<file path="src/rtl/syscall_ctrl.sv">
// Run/pause/step/halt sequencer driven by syscalls and a debounced-free go button; en is combinational from state.
// No backpressure: go edges outside PAUSE are dropped, syscalls with en=0 are ignored.
`timescale 1ns/1ps
module syscall_ctrl #(
  parameter logic [31:0] HALT_CODE = 32'd10,
  parameter logic [31:0] DISP_CODE = 32'd34
) (
  input  logic        clk,
  input  logic        rst,
  input  logic        Syscall,
  input  logic [31:0] V0_data,
  input  logic [31:0] A0_data,
  input  logic        go,
  input  logic        step_mode,
  output logic        en,
  output logic        Halted,
  output logic [31:0] Disp_data,
  output logic [31:0] Cycle_count,
  output logic [15:0] Syscall_count
);

  typedef enum logic [1:0] {
    RUN   = 2'd0,
    PAUSE = 2'd1,
    STEP  = 2'd2,
    HALT  = 2'd3
  } state_t;

  state_t      state_q, state_d;
  logic        go_s1, go_s2, go_s3;
  logic        go_edge;
  logic        exec, exec_halt, exec_disp, exec_pause;
  logic [31:0] disp_q;
  logic [31:0] cyc_q;
  logic [15:0] sys_q;

  // go is asynchronous: two-flop synchronizer, third flop for edge detect
  always_ff @(posedge clk or negedge rst) begin
    if (!rst) begin
      go_s1 <= 1'b0;
      go_s2 <= 1'b0;
      go_s3 <= 1'b0;
    end else begin
      go_s1 <= go;
      go_s2 <= go_s1;
      go_s3 <= go_s2;
    end
  end

  assign go_edge    = go_s2 & ~go_s3;
  assign en         = (state_q == RUN) || (state_q == STEP);
  assign exec       = Syscall & en;
  assign exec_halt  = exec && (V0_data == HALT_CODE);
  assign exec_disp  = exec && (V0_data == DISP_CODE) && !exec_halt;
  assign exec_pause = exec && !exec_halt && !exec_disp;

  always_comb begin
    state_d = state_q;
    unique case (state_q)
      RUN: begin
        if (exec_halt)                    state_d = HALT;
        else if (exec_pause || step_mode) state_d = PAUSE;
        else                              state_d = RUN;
      end
      STEP: begin
        if (exec_halt) state_d = HALT;
        else           state_d = PAUSE;
      end
      PAUSE: begin
        if (go_edge) state_d = step_mode ? STEP : RUN;
      end
      HALT: state_d = HALT;
      default: state_d = RUN;
    endcase
  end

  always_ff @(posedge clk or negedge rst) begin
    if (!rst) begin
      state_q <= RUN;
      disp_q  <= 32'd0;
      cyc_q   <= 32'd0;
      sys_q   <= 16'd0;
    end else begin
      state_q <= state_d;
      if (exec_disp)
        disp_q <= A0_data;
      // cycle counter saturates, syscall counter wraps
      if (en && (cyc_q != 32'hFFFF_FFFF))
        cyc_q <= cyc_q + 32'd1;
      if (exec)
        sys_q <= sys_q + 16'd1;
    end
  end

  assign Halted        = (state_q == HALT);
  assign Disp_data     = disp_q;
  assign Cycle_count   = cyc_q;
  assign Syscall_count = sys_q;

endmodule

</file>
<file path="config.mk">
export PLATFORM = sky130hd
export DESIGN_NAME = syscall_ctrl
export DESIGN_NICKNAME = d
export VERILOG_FILES = /design/src/rtl/syscall_ctrl.sv
export SDC_FILE = /design/constraint.sdc
export NUM_CORES = 1
export LEC_CHECK = 0
export BUFFER_PORTS_ARGS = -buffer_cell sky130_fd_sc_hd__buf_2
export CAP_MARGIN = 20
export CELL_PAD_IN_SITES_DETAIL_PLACEMENT = 0
export CELL_PAD_IN_SITES_GLOBAL_PLACEMENT = 1
export CORE_ASPECT_RATIO = 1.75
export CORE_MARGIN = 5
export CORE_UTILIZATION = 40
export CTS_CLUSTER_DIAMETER = 200
export CTS_CLUSTER_SIZE = 24
export DETAILED_ROUTE_END_ITERATION = 16
export GPL_ROUTABILITY_DRIVEN = 0
export PLACE_DENSITY_LB_ADDON = 0.1
export SYNTH_ARGS = -nofsm -noshare
export SYNTH_HDL_FRONTEND = slang
export SYNTH_SLANG_ARGS = --single-unit
</file>
<file path="constraint.sdc">
create_clock -name clk -period 4.7 [get_ports clk]
set_input_delay 0.235 -clock clk [delete_from_list [all_inputs] [get_ports clk]]
set_output_delay 0.235 -clock clk [all_outputs]
set_load 0.02 [all_outputs]
</file>
==> impl_results.md <==
* Setup violations, final at 0
* Area grow syn2layout at 32.31%
* Post-Route WL at a little under 10 mm
* Yosys warnings at 0
* First-pass GRT wire length at between 15 and 20 mm
* Tightest Pin Transition at around 900 ps
* Cells after synthesis at approximately 320
* Pwr/cell area at between 300 and 400 mW/mm2
* Unrepaired setup endpoints after global routing: no
* MaxCap Viol Count at 0
* DRT Pass-1 Iters at 4
* Vias in the first global route at approximately 3.3k
* Status: finished, final reports clean
* Class of the worst hold path: in -> reg
* Die Width at 83.67 um
* Worst Skew at ~7.3 ps
* Hold WS at 111.8 ps
* Final instance area at between 0.005 and 0.006 mm2
* Clock latency on the worst-skew pair at 340 ps
* CTS clk-pin slew, worst paths at ~60 ps
* Port buffer count at 150
* Maximum vdd drop at just over 0.2 mV
* Slowest cell delay on critical path at 700 ps
* Gr ovfl total at 0
* FMAX at 0.3915 GHz
* Req. time, crit path at roughly 5000 ps
* Routed via count at between 2k and 3k
* N_diodes at 0
* CP Cell Sequence: or3_1 > or4_4 > nor2_4 > mux2_2
* Die area at 0.01162 mm2
* Clock buffer count from CTS at 9
* Vias per Instance at 4.962
* Post-Syn Area per Cell at 11.98 um2
* Critical path buffers and inverters at 0
* Fin cells at between 600 and 700
* Seq/Total Area, Yosys at 55.99%
* Net count after synthesis at a little under 400
* Post-cts resize count at 0
* Share of async-settable or async-resettable flops after synthesis at 100.0%
* Crit-path leading delay family: simple AND/OR/NAND/NOR gates
* Crit path kind: reg -> reg
* Slew Limit Fails at 0
* CTS root buf: clkbuf_16
* Top_reg_cell synth: dfrtp_1
* Largest net degree at the start of global routing at 86
* Post-route minimum period at roughly 2600 ps
* CP max stage cell: nor2_4
* DP Cell Count at around 580
* Core Box Area at between 0.009 and 0.01 mm2
* Final Core Density at 53.42%
* DIE HEIGHT at roughly 140 um
* Worst setup EP type: register
* Core Rows at 47
* # clock sinks at 85
* Initial antenna violation count at 0
* Placed cell areas at approximately 0.0047 mm2
* Setup TNS at 0 ps
* Final Hold Fails at 0
* GRT Total Usage at 17.15%
* Avg WL per Cell at roughly 16 um
* Period utilization at a little over half
* DP HPWL at around 7.4 mm
* Post-route ant nets at 0
* Layout cell share with drive strength beyond 1 at 37.42%
* Mapped Area at 0.003799 mm2
* Worst setup SP type: register
* DRC violations left at 0
* Count of cell types in the netlist at 39
* Synth top area cells: dfrtp_1 (56%), mux2_1 (8.9%), xnor2_1 (5.3%)
* Register bit total from synthesis at 85
* Slew Limit Headroom at between 30% and 40%
* Number of flops mapped to enable cells by yosys at 0
* Area leader, netlist: dfrtp_1
* Starting Density at approximately 40%
* Drt initial violations at 81
* Share of the synthesized area in the top cell type at 55.99%
* IO Pins at approximately 150
* Clock Path Buffers at 2
* Worst EP arrival at between 2000 and 3000 ps
* H-tree lvl count at 3
* Leakage at between 2 and 3 nW
* Nets at about 550
* CTS tree: yes
* CP Max Fanout at 32
[per-layer routing]
metal | global-route usage (%) | wire length, um | vias to the layer above
met5 | 0 | 0 | -
met4 | 7.288 | 223 | 0
met3 | 5.707 | 725 | 16
met2 | 30.42 | 5110 | 114
met1 | 18.38 | 3611 | 1412
li1 | - | - | 1450
[synth_stat cells, types with 2 or more instances]
cell type / n
nand2b_1: 3
nand4_1: 15
mux2_2: 3
xor2_1: 17
nor4_4: 2
nand3_1: 21
or4_1: 4
buf_6: 3
and4b_1: 2
xnor2_1: 23
inv_1: 9
o21ai_0: 5
or2_2: 3
dfrtp_1: 85
nor2b_1: 3
nor2_1: 21
nand4b_1: 2
nand2_1: 16
or3_1: 3
ha_1: 2
a21oi_1: 5
or4_4: 2
and3_1: 3
nor4_1: 10
nor3_1: 12
mux2_1: 30
[placed cells by master (no fill, tap or decap), drive strengths merged]
cell	count
clkbuf	10
or3	3
nor2b	3
a41oi	1
and4b	2
nand2b	3
nand4b	2
dfrtp	85
o2111ai	1
nor4	12
nor2	23
a31oi	1
nand4	16
o31a	1
mux2	34
or4	6
nand2	16
clkinv	4
a32oi	1
xnor2	23
xor2	17
o21ai	5
bufinv	2
a21oi	5
nor3	12
buf	151
nand3	21
ha	2
nor3b	1
or2	3
dlygate4sd3	2
inv	9
and3	3
o311ai	1
[state kept, by name (all words and copies together), names as in the netlist]
| name | flops |
|---|---|
| Syscall_count | 16 |
| go_s2 | 1 |
| go_s3 | 1 |
| state_q | 2 |
| go_s1 | 1 |
| Cycle_count | 32 |
| Disp_data | 32 |
[path summary, 6_finish.rpt]
check                      startpoint               to  slack (ps)  cells past startpoint
setup / recovery           state_q[0]     Disp_data[1]        2150                      4
setup reg to reg           state_q[0]     Disp_data[1]        2150                      4
hold / removal             A0_data[4]     Disp_data[4]         110                      2
min in group asynchronous         rst  Cycle_count[27]         420                      2
hold reg to reg                 go_s1            go_s2         360                      0
max in group asynchronous         rst   Cycle_count[3]        3660                      3
[timing repair]
item,4_1_cts,5_1_grt
hold buffers,1,1
buffers inserted,0,0
hold endpoints to repair,1,38
[cell type report]
type	count	area, um2
clock inverter	6	87.58
clock buffer	10	229.0
multi-input combinational	218	1595
fill	875	4383
sequential	85	2127
inverter	9	33.78
tap	122	152.6
timing repair buffer	153	800.8
[kinds of logic (layout without fill, tap and decap cells)]
kind of cell / count (synthesis) / count (layout) / share of synthesized area, %
DFF: 85 / 85 / 55.99
muxes: 34 / 34 / 10.18
adders and majority gates: 2 / 2 / 0.6587
AOI/OAI and AO/OA: 16 / 16 / 2.635
xor gates and xnor gates: 40 / 40 / 9.223
buffers and inverters: 14 / 178 / 2.009
and+or+nand+nor: 126 / 126 / 19.30
[where the power goes]
part	internal (mW)	switching [mW]
sequential	0.777	0.0609
clock	0.465	0.286
combinational	0.101	0.147
total	1.34	0.493
[stage by stage]
step | power (mW) | setup slack, ps
final | 1.837 | 2146
after global routing | 1.924 | 2002
after CTS | 1.864 | 2103
after detailed placement | 1.100 | 2018
after global placement | 1.094 | 2049
after floorplan | 0.9776 | 2584
Power figures use the tool's default switching activity.
